[src/rtl/render_pkg.sv]
// render_pkg: shared rendering types for the compositor slice.
//  - color_idx_t      : 4-bit palette index
//  - BLACK..LBLUE     : named palette indices
//  - layer_cfg_t      : per-layer {en, prio} record
//  - cfg_state_t      : config-commit FSM states
//  - idx_bits()       : index width that never collapses to zero bits
package render_pkg;

  localparam int PRIO_W = 4;

  typedef logic [3:0] color_idx_t;

  localparam color_idx_t BLACK   = 4'd0;
  localparam color_idx_t BLUE    = 4'd1;
  localparam color_idx_t GREEN   = 4'd2;
  localparam color_idx_t CYAN    = 4'd3;
  localparam color_idx_t RED     = 4'd4;
  localparam color_idx_t MAGENTA = 4'd5;
  localparam color_idx_t BROWN   = 4'd6;
  localparam color_idx_t LGRAY   = 4'd7;
  localparam color_idx_t DGRAY   = 4'd8;
  localparam color_idx_t LBLUE   = 4'd9;

  typedef struct packed {
    logic              en;
    logic [PRIO_W-1:0] prio;
  } layer_cfg_t;

  typedef enum logic {
    CFG_IDLE    = 1'b0,
    CFG_PENDING = 1'b1
  } cfg_state_t;

  // A single layer still needs a 1-bit select/index port.
  function automatic int idx_bits(input int n);
    return (n > 1) ? $clog2(n) : 1;
  endfunction

endpackage

[src/rtl/prio_select.sv]
// prio_select: combinational arg-max over NUM_LAYERS {q, prio} pairs.
//  q        in   NUM_LAYERS             qualified hit per layer
//  prio     in   NUM_LAYERS x PRIO_BITS priority per layer (unsigned, larger wins)
//  win_idx  out  IDX_BITS               winning layer (don't-care when any_hit=0)
//  any_hit  out  1                      at least one q bit set
// Balanced binary tree over a power-of-two padded leaf set; left children hold
// lower layer indices, so ">=" on the left side resolves ties to the lower index.
module prio_select
  import render_pkg::*;
#(
  parameter int NUM_LAYERS = 4,
  parameter int PRIO_BITS  = 4,
  parameter int IDX_BITS   = idx_bits(NUM_LAYERS)
) (
  input  logic [NUM_LAYERS-1:0]                q,
  input  logic [NUM_LAYERS-1:0][PRIO_BITS-1:0] prio,
  output logic [IDX_BITS-1:0]                  win_idx,
  output logic                                 any_hit
);

  localparam int NP = 1 << $clog2(NUM_LAYERS);

  always_comb begin : tree
    // heap layout: node k has children 2k, 2k+1; leaves at NP..2*NP-1
    logic [2*NP-1:1]                hit;
    logic [2*NP-1:1][PRIO_BITS-1:0] pr;
    logic [2*NP-1:1][IDX_BITS-1:0]  ix;
    logic                           take_left;
    hit       = '0;
    pr        = '0;
    ix        = '0;
    take_left = 1'b0;
    for (int i = 0; i < NUM_LAYERS; i++) begin
      hit[NP+i] = q[i];
      pr[NP+i]  = prio[i];
      ix[NP+i]  = IDX_BITS'(i);
    end
    for (int k = NP - 1; k >= 1; k--) begin
      take_left = hit[2*k] && (!hit[2*k+1] || (pr[2*k] >= pr[2*k+1]));
      hit[k]    = hit[2*k] | hit[2*k+1];
      pr[k]     = take_left ? pr[2*k] : pr[2*k+1];
      ix[k]     = take_left ? ix[2*k] : ix[2*k+1];
    end
    win_idx = ix[1];
    any_hit = hit[1];
  end

endmodule

[src/rtl/layer_compositor.sv]
// layer_compositor: per-pixel layer compositor feeding the palette.
//  clk_in, rst_in            clock, async active-high reset
//  hcount_in/vcount_in       pixel position
//  layer_color_in/valid_in   packed per-layer colour index + coverage
//  background_in             fallback colour when no layer hits
//  cfg_*                     shadow-config write port (valid/ready) + commit
//  color_idx_out             composited index, 2 cycles after the inputs
//  hcount_out/vcount_out     position aligned with color_idx_out
//  valid_out                 output pixel is inside the active area
//  pending_out               commit waiting for the next frame start
// S1 registers the pixel plus the qualified layer mask; S2 registers the
// arg-max result. Config edits land in a shadow bank that is copied into the
// active bank only as frame start (0,0) enters S1.
module layer_compositor
  import render_pkg::*;
#(
  parameter int                     PIXEL_WIDTH     = 1280,
  parameter int                     PIXEL_HEIGHT    = 720,
  parameter int                     NUM_LAYERS      = 4,
  parameter int                     COLOR_BITS      = 4,
  parameter int                     PRIO_BITS       = 4,
  parameter logic [COLOR_BITS-1:0]  TRANSPARENT_IDX = {COLOR_BITS{1'b1}},
  parameter bit                     USE_TRANSPARENT = 1'b0
) (
  input  logic                               clk_in,
  input  logic                               rst_in,
  input  logic [$clog2(PIXEL_WIDTH)-1:0]     hcount_in,
  input  logic [$clog2(PIXEL_HEIGHT)-1:0]    vcount_in,
  input  logic [NUM_LAYERS*COLOR_BITS-1:0]   layer_color_in,
  input  logic [NUM_LAYERS-1:0]              layer_valid_in,
  input  logic [COLOR_BITS-1:0]              background_in,
  input  logic                               cfg_valid_in,
  output logic                               cfg_ready_out,
  input  logic [idx_bits(NUM_LAYERS)-1:0]    cfg_layer_in,
  input  logic                               cfg_enable_in,
  input  logic [PRIO_BITS-1:0]               cfg_prio_in,
  input  logic                               cfg_commit_in,
  output logic [COLOR_BITS-1:0]              color_idx_out,
  output logic [$clog2(PIXEL_WIDTH)-1:0]     hcount_out,
  output logic [$clog2(PIXEL_HEIGHT)-1:0]    vcount_out,
  output logic                               valid_out,
  output logic                               pending_out
);

  localparam int HW     = $clog2(PIXEL_WIDTH);
  localparam int VW     = $clog2(PIXEL_HEIGHT);
  localparam int LW     = idx_bits(NUM_LAYERS);
  localparam int STAGES = 2;

  // ---------------- config banks + commit FSM ----------------
  cfg_state_t                            state, state_nxt;
  logic [NUM_LAYERS-1:0]                 shadow_en, active_en;
  logic [NUM_LAYERS-1:0][PRIO_BITS-1:0]  shadow_prio, active_prio;
  logic                                  frame_start, cfg_fire, swap;

  assign frame_start = (hcount_in == '0) && (vcount_in == '0);
  assign cfg_fire    = cfg_valid_in & cfg_ready_out;
  // Only possible in PENDING, where ready=0, so never coincides with a write.
  assign swap        = (state == CFG_PENDING) && frame_start;

  always_ff @(posedge clk_in or posedge rst_in) begin
    if (rst_in) state <= CFG_IDLE;
    else        state <= state_nxt;
  end

  // A commit accepted while (0,0) is on the inputs is registered after that
  // pixel was sampled, so the swap naturally waits for the following frame.
  always_comb begin
    state_nxt = state;
    case (state)
      CFG_IDLE:    if (cfg_fire && cfg_commit_in) state_nxt = CFG_PENDING;
      CFG_PENDING: if (frame_start)               state_nxt = CFG_IDLE;
      default:                                    state_nxt = CFG_IDLE;
    endcase
  end

  always_comb begin
    cfg_ready_out = (state == CFG_IDLE);
    pending_out   = (state == CFG_PENDING);
  end

  always_ff @(posedge clk_in or posedge rst_in) begin
    if (rst_in) begin
      for (int i = 0; i < NUM_LAYERS; i++) begin
        shadow_en[i]   <= 1'b1;
        shadow_prio[i] <= PRIO_BITS'(i);
        active_en[i]   <= 1'b1;
        active_prio[i] <= PRIO_BITS'(i);
      end
    end else begin
      // Out-of-range layer numbers match no entry and are dropped silently.
      if (cfg_fire) begin
        for (int i = 0; i < NUM_LAYERS; i++) begin
          if (cfg_layer_in == LW'(i)) begin
            shadow_en[i]   <= cfg_enable_in;
            shadow_prio[i] <= cfg_prio_in;
          end
        end
      end
      if (swap) begin
        active_en   <= shadow_en;
        active_prio <= shadow_prio;
      end
    end
  end

  // ---------------- S1: sample pixel + qualify layers ----------------
  logic [NUM_LAYERS-1:0]               cur_en, q_nxt;
  logic                                in_active;

  assign in_active = ({1'b0, hcount_in} < (HW+1)'(PIXEL_WIDTH)) &&
                     ({1'b0, vcount_in} < (VW+1)'(PIXEL_HEIGHT));

  // The frame-start pixel is qualified with the incoming bank.
  always_comb begin
    cur_en = swap ? shadow_en : active_en;
    q_nxt  = '0;
    for (int i = 0; i < NUM_LAYERS; i++) begin
      q_nxt[i] = layer_valid_in[i] & cur_en[i] &
                 ~(USE_TRANSPARENT &&
                   (layer_color_in[i*COLOR_BITS +: COLOR_BITS] == TRANSPARENT_IDX));
    end
  end

  logic [STAGES:1]                    vld_pipe;
  logic [NUM_LAYERS*COLOR_BITS-1:0]   s1_color;
  logic [NUM_LAYERS-1:0]              s1_mask;
  logic [COLOR_BITS-1:0]              s1_bg;
  logic [HW-1:0]                      s1_h;
  logic [VW-1:0]                      s1_v;

  always_ff @(posedge clk_in or posedge rst_in) begin
    if (rst_in) begin
      s1_color <= '0;
      s1_mask  <= '0;
      s1_bg    <= '0;
      s1_h     <= '0;
      s1_v     <= '0;
    end else begin
      s1_color <= layer_color_in;
      s1_mask  <= q_nxt;
      s1_bg    <= background_in;
      s1_h     <= hcount_in;
      s1_v     <= vcount_in;
    end
  end

  // ---------------- S2: select winner ----------------
  // active_prio is safe to read here: the bank only changes as the frame-start
  // pixel enters S1, and that pixel was already qualified with the new bank.
  logic [LW-1:0]         win_idx;
  logic                  any_hit;
  logic [COLOR_BITS-1:0] sel_color;

  prio_select #(
    .NUM_LAYERS (NUM_LAYERS),
    .PRIO_BITS  (PRIO_BITS),
    .IDX_BITS   (LW)
  ) u_sel (
    .q       (s1_mask),
    .prio    (active_prio),
    .win_idx (win_idx),
    .any_hit (any_hit)
  );

  always_comb begin
    sel_color = s1_bg;
    if (any_hit) begin
      for (int i = 0; i < NUM_LAYERS; i++) begin
        if (win_idx == LW'(i)) sel_color = s1_color[i*COLOR_BITS +: COLOR_BITS];
      end
    end
  end

  always_ff @(posedge clk_in or posedge rst_in) begin
    if (rst_in) begin
      vld_pipe      <= '0;
      color_idx_out <= '0;
      hcount_out    <= '0;
      vcount_out    <= '0;
    end else begin
      vld_pipe      <= {vld_pipe[STAGES-1:1], in_active};
      color_idx_out <= vld_pipe[1] ? sel_color : '0;
      hcount_out    <= s1_h;
      vcount_out    <= s1_v;
    end
  end

  assign valid_out = vld_pipe[STAGES];

endmodule

[config.mk]
export PLATFORM = sky130hd
export DESIGN_NAME = layer_compositor
export DESIGN_NICKNAME = d
export VERILOG_FILES = /design/src/rtl/render_pkg.sv /design/src/rtl/prio_select.sv /design/src/rtl/layer_compositor.sv
export SDC_FILE = /design/constraint.sdc
export NUM_CORES = 1
export LEC_CHECK = 0
export ABC_AREA = 0
export BUFFER_PORTS_ARGS = -buffer_cell sky130_fd_sc_hd__buf_2
export CAP_MARGIN = 15
export CORE_MARGIN = 8
export CORE_UTILIZATION = 35
export CTS_CLUSTER_SIZE = 30
export DETAILED_ROUTE_END_ITERATION = 10
export PLACE_DENSITY_LB_ADDON = 0.1
export SYNTH_ARGS = -nofsm -noshare
export SYNTH_HDL_FRONTEND = slang
export SYNTH_SLANG_ARGS = --single-unit
[constraint.sdc]
create_clock -name clk_in -period 4.5 [get_ports clk_in]
set_input_delay 0.45 -clock clk_in [delete_from_list [all_inputs] [get_ports clk_in]]
set_output_delay 0.45 -clock clk_in [all_outputs]
set_load 0.02 [all_outputs]
==> flow_metrics.py, run 1 <==
metrics = {
    "run_status": {
        "status": "finished clean",
    },
    "logic_synthesis": {
        "synth_area_leaders": "dfrtp_1, dfstp_2, mux2_2, ha_1, o21ai_0",
        "ys_ff_latch": 113,
        "synthCells": 279,
        "async_flop_share_pct": 100,
        "syn_avg_cell_area_um2": 14.8,
        "synth_top_area_share_pct": 58.9,
        "synthTopCellsByCount": "dfrtp_1, mux2_2, dfstp_2",
        "synth_nets": 347,
        "yosysMostFrequentCell": "dfrtp_1",
        "synth_top_area_cell": "dfrtp_1",
        "yosys_most_used_dff": "dfrtp_1",
        "ys_warn_count": 0,
        "ys_seq_area_share_pct": 69.1,
        "synth_cell_types": 35,
        "synth_edf_count": 0,
        "syn_area_um2": 4120,
    },
    "grt": {
        "first_global_vias": 2698,
        "grt_antenna_before_repair": 0,
        "grt_max_degree": 83,
        "grt_first_pass_wirelength_um": 14600,
        "grt-ovfl-total": 0,
        "grt_usage_pct": 12.0,
    },
    "sta": {
        "relSlewSlack_pct": 35.6,
        "grt_setup_unrepaired": "false",
        "hold_viol": 0,
        "tns_ps": 0,
        "drv_slew": 0,
        "fin_worst_skew_ps": 5.67,
        "setup_viol": 0,
        "fmax_mhz": 297,
        "period_minus_slack_ps": 3370,
        "min_period_over_period_pct": 74.9,
        "timing_worst_slew_pin_value_ps": 966,
        "fin_ws_ps": 1130,
    },
    "clock_network": {
        "clock_latency_ps": 410,
        "clock-sinks": 113,
        "cts_buffer_depth": 2,
        "cts_max_level": 4,
        "ctsHoldBuffers": 0,
        "cts_tree": "done",
        "cts_resized": 0,
        "cts-root-buf": "clkbuf_16",
        "path_clk_slew_ps": 60,
        "cts_made_buffers": 17,
        "post_cts_buffers": 0,
    },
    "drt": {
        "drc": 0,
        "initialDrtViolationCount": 141,
        "routed_wl_um": 8630,
        "num_vias": 2454,
        "drtAntennaViolNets": 0,
        "wl_per_cell_um": 16.1,
        "avgViaCountPerCell": 4.59,
        "firstDrtPassIters": 4,
    },
    "critical_path": {
        "critPathMaxFanout": 11,
        "critPathTopFamily": "compound AO/OA/AOI/OAI gates",
        "worst-endpoint-required_ps": 4800,
        "start_kind": "flip-flop",
        "worst-path-stages": 12,
        "critPathKind": "flip-flop to flip-flop",
        "slowest_stage": "dfstp_2",
        "crit_buf_inv": 1,
        "rr_worst_depth": 12,
        "end_kind": "flip-flop",
        "crit_arrival_ps": 3670,
        "path_cells": "inv_1 -> ha_1 -> o211ai_1 -> o211ai_1 -> and2_1 -> mux2_2 -> ha_1 -> nor2_1 -> a21oi_1 -> o22ai_1 -> o2111a_1 -> nor4_1",
        "cp_slowest_stage_delay_ps": 510,
    },
    "placement": {
        "place_area_um2": 4690,
        "gp_congestion": 0.745,
        "dp_hpwl_um": 6220,
        "place_ws_ps": 1140,
        "port_buffers": 83,
    },
    "worst_hold_path": {
        "hold_depth": 1,
        "hp-class": "input port to flip-flop",
    },
    "floorplanning": {
        "ios": 84,
        "design.die.area_um2": 15500,
        "dieWidth_um": 125,
        "core-area_um2": 11500,
        "rows": 39,
        "dieHeight_um": 125,
        "start_util_pct": 35.9,
    },
    "finish": {
        "nNetsFinal": 447,
        "drive_gt1_share_pct": 43.9,
        "finalInstanceArea_um2": 5310,
        "utilization_pct": 46.3,
        "diodes": 0,
        "area_growth_pct": 28.9,
    },
    "power_and_ir_drop": {
        "ir_drop_v": 0.000271,
        "p_total_w": 0.00259,
        "p_leak_nw": 2.56,
        "p_per_area_nw_per_um2": 487,
    },
    "flow_run": {
        "max-cap-violations": 0,
    },
}
==> cells in the final DEF (no fill, tap or decap), drive strengths merged, types with 7 or more instances in the layout <==
cell / n
inv: 17
o21ai: 13
dfrtp: 97
nor4: 7
clkbuf: 18
buf: 85
nor2: 11
dfstp: 16
ha: 12
nand2: 15
mux2: 36
==> path summary, 6_finish.rpt <==
path                            slack [ps]               end                from
min in group asynchronous              290      s1_color[10]              rst_in
worst min register to register         350     hcount_out[8]             s1_h[8]
worst max register to register        1130  color_idx_out[0]     active_prio[13]
worst max-delay path                  1130  color_idx_out[0]     active_prio[13]
max in group asynchronous             3200      active_en[3]              rst_in
worst min-delay path                   150      s1_color[12]  layer_color_in[12]
==> kinds of logic after synthesis <==
family,Yosys count,share of synthesized area (%)
multiplexers,40,11.1
flip-flops,113,69.1
buffers and inverters,17,2.12
AND/OR/NAND/NOR,64,8.65
AO/OA/AOI/OAI,33,5.40
adder cells (fa/ha/maj),12,3.64
==> per-layer routing <==
metal,up-vias,wire length [um],global-route usage (%),part of all wire [%]
li1,1190,-,-,-
met1,1185,4180,15.4,49
met2,66,3860,17.5,45
met3,13,443,4.68,5.1
met4,0,135,5.53,1.6
met5,-,0,0,0
==> worst register-to-register path: stages (launching register included) <==
cell      delay, ps
dfstp_2         510
inv_1            60
ha_1            270
o211ai_1         80
o211ai_1        300
and2_1          430
mux2_2          390
ha_1            270
nor2_1           30
a21oi_1         240
o22ai_1         210
o2111a_1        180
nor4_1          290
==> power by group <==
part / total (W) / switching [W] / internal [W]
sequential: 0.00110 / 0.0000226 / 0.00108
clock: 0.00137 / 0.000482 / 0.000892
combinational: 0.000111 / 0.0000641 / 0.0000468
total: 0.00259 / 0.000569 / 0.00202
==> metrics by stage <==
stage | cells | hold slack, ps
floorplan | 279 | 331
global placement | 503 | 332
detailed placement | 503 | 335
CTS | 535 | 130
global route | 535 | 130
finish | 535 | 150
==> flip-flops by register name, indices dropped and copies added, names as in the netlist <==
| name | flops |
|---|---|
| active_prio | 16 |
| s1_color | 16 |
| shadow_prio | 16 |
| hcount_out | 11 |
| s1_h | 11 |
| s1_v | 10 |
| vcount_out | 10 |
| active_en | 4 |
| color_idx_out | 4 |
| s1_bg | 4 |
| s1_mask | 4 |
| shadow_en | 4 |
| vld_pipe | 2 |
| pending_out | 1 |
==> final cells by class <==
class | count | area, um2
fill | 1029 | 6150
sequential | 113 | 2850
multi-input combinational | 149 | 1190
clock buffer | 18 | 439
timing repair buffer | 85 | 430
clock inverter | 14 | 179
tap | 143 | 179
inverter | 13 | 51.3
Note: power is estimated with default switching activity, not from simulation.
==> run 2: changes to the inputs <==
==> constraint.sdc (replaced) <==
create_clock -name clk_in -period 2.83 [get_ports clk_in]
set_input_delay 0.283 -clock clk_in [delete_from_list [all_inputs] [get_ports clk_in]]
set_output_delay 0.283 -clock clk_in [all_outputs]
set_load 0.02 [all_outputs]
==> run 2 against run 1 <==
Net effect:
- the run now ends with negative setup slack left
- die area unchanged
- cell count grew 12%
- power increased by 59%
- register-to-register slack lost 1200 ps
- critical endpoint is now color_idx_out[1]
==> flow_metrics.py, run 2 (synthesis gave the netlist of run 1 again) <==
metrics = {
    "critical_path": {
        "critPathKind": "flip-flop to flip-flop",
        "r2r-start": "active_prio[13]",
        "rr_worst_depth": 13,
        "slowest_stage": "dfstp_2",
        "cp_slowest_stage_delay_ps": 520,
        "path_cells": "inv_2 -> ha_4 -> o211ai_1 -> o211ai_1 -> and2_4 -> nor2_4 -> a21oi_4 -> ha_4 -> o211ai_1 -> a21oi_4 -> or2_4 -> and3_4 -> nor4_2",
        "critPathMaxFanout": 8,
        "timing.rr.end": "color_idx_out[1]",
        "path_common_cell": "o211ai_1",
        "crit_arrival_ps": 3250,
        "critPathTopFamily": "simple AND/OR/NAND/NOR gates",
        "reg2reg_slack_ps": -100,
        "crit_buf_inv": 1,
        "start_kind": "flip-flop",
        "end_kind": "flip-flop",
        "crit_start": "active_prio[13]",
        "worst-endpoint-required_ps": 3150,
    },
    "power_and_ir_drop": {
        "switching_power_w": 0.000853,
        "p_comb_share_pct": 5.4,
        "seqPwrFrac_pct": 42.5,
        "ir_drop_v": 0.000523,
        "clkPwrFrac_pct": 52.1,
        "p_leak_nw": 2.87,
        "p_per_area_nw_per_um2": 677,
        "p_int_w": 0.00327,
        "sw_frac_of_total_pct": 20.7,
    },
    "run_status": {
        "status": "finished, violations left",
        "violations": "negative setup slack",
    },
    "finish": {
        "diodes": 0,
        "utilization_pct": 53.2,
        "reg_top3": "active_prio: 16 flops, s1_color: 16 flops, shadow_prio: 16 flops",
        "nNetsFinal": 511,
        "area_growth_pct": 47.9,
        "layout_common_cells": "dfrtp_1, buf_2, dlygate4sd3_1",
        "layout_commonest_cell": "dfrtp_1",
        "drive_gt1_share_pct": 48.0,
    },
    "floorplanning": {
        "core-area_um2": 11500,
        "dieWidth_um": 125,
        "ios": 84,
        "dieHeight_um": 125,
        "start_util_pct": 35.9,
        "rows": 39,
        "design.die.area_um2": 15500,
    },
    "sta": {
        "fmax_mhz": 341,
        "tns_ps": -243,
        "drv_slew": 0,
        "fin_worst_skew_ps": 5.18,
        "grt_setup_unrepaired": "true",
        "setup_viol": 4,
        "timing_worst_slew_pin_value_ps": 537,
        "hold_viol": 0,
        "fin_ws_ps": -99.1,
        "min_period_over_period_pct": 104,
        "relSlewSlack_pct": 64.1,
        "period_minus_slack_ps": 2930,
    },
    "drt": {
        "num_vias": 2703,
        "initialDrtViolationCount": 103,
        "drtAntennaViolNets": 0,
        "wl_per_cell_um": 16.2,
        "drc": 0,
        "routed_wl_um": 9710,
        "firstDrtPassIters": 4,
        "avgViaCountPerCell": 4.51,
    },
    "worst_hold_path": {
        "hp-class": "input port to flip-flop",
        "worstHoldStart": "hcount_in[10]",
        "hold_end": "s1_h[10]",
        "hold_depth": 1,
    },
    "flow_run": {
        "max-cap-violations": 0,
    },
    "clock_network": {
        "cts_buffer_depth": 2,
        "cts_made_buffers": 17,
        "clock_latency_ps": 410,
        "cts-root-buf": "clkbuf_16",
        "path_clk_slew_ps": 50,
        "cts_max_level": 4,
        "clock-sinks": 113,
        "cts_tree": "done",
    },
    "placement": {
        "dp_hpwl_um": 6750,
        "place_ws_ps": -159,
        "gp_congestion": 0.717,
        "port_buffers": 83,
    },
    "grt": {
        "grt_usage_pct": 13.4,
        "grt_antenna_before_repair": 0,
        "first_global_vias": 3042,
        "grt_first_pass_wirelength_um": 16000,
        "grt_max_degree": 49,
        "grt-ovfl-total": 0,
    },
}
==> run 2: power groups by stage <==
stage | Combinational (W) | Sequential (W) | Clock [W]
2_1_floorplan | 0.0000660 | 0.00179 | 0
3_5_place_dp | 0.000187 | 0.00178 | 0
4_1_cts | 0.000229 | 0.00175 | 0.00220
3_3_place_gp | 0.000184 | 0.00178 | 0
5_1_grt | 0.000247 | 0.00176 | 0.00227
6_report | 0.000223 | 0.00175 | 0.00215
==> run 2: worst max path at each step <==
stage          depth (start not counted)  slack [ps]               end
3_3_place_gp                          12         -80  color_idx_out[0]
2_1_floorplan                         13         -30  color_idx_out[0]
5_1_grt                               13        -250  color_idx_out[1]
4_1_cts                               11         -20  color_idx_out[3]
3_5_place_dp                          12        -160  color_idx_out[3]
6_report                              13        -100  color_idx_out[1]
==> run 2: repair_timing <==
| action | 4_1_cts | 5_1_grt |
|---|---|---|
| endpoints found under the setup margin | 4 | 4 |
| buffers inserted | 4 | 2 |
| hold buffers | 37 | 0 |
| resized for setup | 13 | 11 |
| pin swaps | 11 | 11 |
| gates cloned | 0 | 0 |
| endpoints found under the hold margin | 56 | 0 |
==> run 2: metal layers <==
layer  share of wire (%)  up-vias  GRT usage, %  wire length (um)
met5                   0        -             0                 0
met4                 2.5        0          7.87               239
met3                 5.3       19          5.02               516
met2                  48       68          20.4              4620
met1                  45     1304          15.8              4330
li1                    -     1312             -                 -
==> run 2: through the flow <==
| stage | power [W] | hold WS, ps | instances | cell area [um2] |
|---|---|---|---|---|
| 3_3_place_gp | 0.00196 | 332 | 524 | 4930 |
| 4_1_cts | 0.00419 | 0.812 | 597 | 6010 |
| 5_1_grt | 0.00428 | 10.3 | 599 | 6100 |
| 3_5_place_dp | 0.00197 | 335 | 524 | 4930 |
| 6_report | 0.00412 | 21.5 | 599 | 6100 |
| 2_1_floorplan | 0.00186 | 314 | 279 | 4170 |
==> run 2: area by class of cell <==
| type | count | area [um2] |
|---|---|---|
| fill | 960 | 5370 |
| sequential | 113 | 2850 |
| multi-input combinational | 149 | 1380 |
| timing repair buffer | 149 | 1030 |
| clock buffer | 22 | 474 |
| tap | 143 | 179 |
| clock inverter | 10 | 133 |
| inverter | 13 | 52.6 |
==> run 2: worst reg2reg max path: stages, from the launching register on <==
cell,delay [ps]
dfstp_2,520
inv_2,50
ha_4,250
o211ai_1,90
o211ai_1,250
and2_4,270
nor2_4,50
a21oi_4,150
ha_4,220
o211ai_1,250
a21oi_4,80
or2_4,240
and3_4,170
nor4_2,260
==> run 3: changes to the inputs <==
--- a/config.mk
+++ b/config.mk
@@ -8,7 +8,7 @@
 export ABC_AREA = 0
 export BUFFER_PORTS_ARGS = -buffer_cell sky130_fd_sc_hd__buf_2
 export CAP_MARGIN = 15
-export CORE_MARGIN = 8
+export CORE_MARGIN = 3
 export CORE_UTILIZATION = 35
 export CTS_CLUSTER_SIZE = 30
 export DETAILED_ROUTE_END_ITERATION = 10
==> constraint.sdc (replaced) <==
create_clock -name clk_in -period 2.83 [get_ports clk_in]
set_input_delay 0.566 -clock clk_in [delete_from_list [all_inputs] [get_ports clk_in]]
set_output_delay 0.566 -clock clk_in [all_outputs]
set_load 0.02 [all_outputs]
==> run 3 against run 2 <==
Net effect:
- the flow still finishes with violations (negative setup slack)
- largest power group unchanged
- cell area fell by 6.3%
- fmax barely moved
- register-to-register slack about the same
- utilization is 2.1 points lower
- sequential cell count unchanged
- sequential share of layout area rose by 3.2 points
- non-clock buffer count shrank 34
==> flow_metrics.py, run 3 (synthesis gave the netlist of run 1 again) <==
metrics = {
    "floorplanning": {
        "ios": 84,
        "dieWidth_um": 115,
        "start_util_pct": 36.9,
        "design.die.area_um2": 13100,
        "core-area_um2": 11200,
        "rows": 38,
        "dieHeight_um": 115,
    },
    "drt": {
        "initialDrtViolationCount": 123,
        "num_vias": 2572,
        "routed_wl_um": 8710,
        "drc": 0,
        "firstDrtPassIters": 4,
        "drtAntennaViolNets": 0,
        "wl_per_cell_um": 15.5,
        "avgViaCountPerCell": 4.58,
    },
    "finish": {
        "drive_gt1_share_pct": 52.7,
        "layout_commonest_cell": "dfrtp_1",
        "nNetsFinal": 477,
        "finalInstanceArea_um2": 5710,
        "layout_common_cells": "dfrtp_1, buf_2, buf_4",
        "reg_top3": "active_prio: 16 flops, s1_color: 16 flops, shadow_prio: 16 flops",
        "diodes": 0,
        "area_growth_pct": 38.5,
        "utilization_pct": 51.1,
    },
    "grt": {
        "first_global_vias": 2778,
        "grt_antenna_before_repair": 0,
        "grt-ovfl-total": 0,
        "grt_first_pass_wirelength_um": 14300,
        "grt_usage_pct": 14.5,
        "grt_max_degree": 49,
    },
    "clock_network": {
        "path_clk_slew_ps": 50,
        "ctsHoldBuffers": 0,
        "clock_latency_ps": 400,
        "cts-root-buf": "clkbuf_16",
        "cts_made_buffers": 17,
        "cts_tree": "done",
        "cts_max_level": 4,
        "clock-sinks": 113,
        "cts_buffer_depth": 2,
    },
    "sta": {
        "timing_worst_slew_pin_value_ps": 619,
        "period_minus_slack_ps": 2930,
        "drv_slew": 0,
        "tns_ps": -216,
        "fin_worst_skew_ps": 5.61,
        "fmax_mhz": 341,
        "min_period_over_period_pct": 104,
        "hold_viol": 0,
        "relSlewSlack_pct": 58.6,
        "setup_viol": 3,
        "fin_ws_ps": -99.7,
        "grt_setup_unrepaired": "true",
    },
    "power_and_ir_drop": {
        "p_leak_nw": 2.72,
        "ir_drop_v": 0.000581,
        "p_per_area_nw_per_um2": 692,
    },
    "placement": {
        "gp_congestion": 0.750,
        "port_buffers": 83,
        "dp_hpwl_um": 6280,
        "place_area_um2": 4920,
    },
    "critical_path": {
        "critPathKind": "flip-flop to flip-flop",
        "crit_arrival_ps": 3230,
        "start_kind": "flip-flop",
        "crit_start": "active_prio[13]",
        "critPathMaxFanout": 7,
        "end_kind": "flip-flop",
        "r2r-start": "active_prio[13]",
        "worst-endpoint-required_ps": 3130,
    },
    "worst_hold_path": {
        "hp-class": "input port to asynchronous set/reset pin",
    },
    "run_status": {
        "violations": "negative setup slack",
        "status": "finished, violations left",
    },
    "flow_run": {
        "max-cap-violations": 0,
    },
}
## run 3: worst max-delay path: stages, from the launching register on
cell and delay, ps:
dfstp_2 520, inv_2 40, ha_4 250, o211ai_1 90, o211ai_1 240, and2_4 270
mux2_4 330, ha_4 220, nor2_4 120, a21oi_4 80, or2_4 250, and3_4 180
nor4_4 260
## run 3: worst paths after layout
kind                                     to  slack [ps]  cells after the start
min in group clk_in                s1_bg[3]         270                      1
hold / removal                  s1_color[9]         240                      2
setup reg to reg           color_idx_out[0]        -100                     12
hold reg to reg               vcount_out[3]         340                      0
max in group asynchronous           s1_v[8]        1720                      3
setup / recovery           color_idx_out[0]        -100                     12
## run 3: cell type report
class | instances | area [um2]
clock buffers | 21 | 460
clock inverters | 10 | 111
fillers | 967 | 5460
inverters | 13 | 52.6
multi-input cells | 149 | 1380
flip-flops and latches | 113 | 2850
well taps | 140 | 175
repair buffers | 115 | 681
## run 3: stage by stage
stage	hold slack, ps	instances	total power, W	setup WS [ps]
2_1_floorplan	331	279	0.00186	-29.4
3_3_place_gp	331	521	0.00196	-76.1
3_5_place_dp	335	521	0.00196	-200
4_1_cts	252	559	0.00401	-27.1
5_1_grt	248	561	0.00411	-264
6_report	245	561	0.00395	-99.7
## run 3: repair_timing
item	CTS	global route
pin swaps	10	11
buffers inserted	7	2
gates resized for setup	16	9
setup endpoints to repair	4	4
cloned	0	0
## run 3: power by group
part           leakage [nW]  internal [W]  switching [W]
combinational          1.13     0.0000783       0.000102
clock                 0.275       0.00133       0.000690
sequential             1.32       0.00172      0.0000382
## run 3: layer usage
layer	routed length [um]	up-vias	track usage [%]
met4	59	0	4.20
met1	4080	1264	19.0
li1	-	1247	-
met5	0	-	0
met2	4140	54	22.1
met3	431	7	6.03
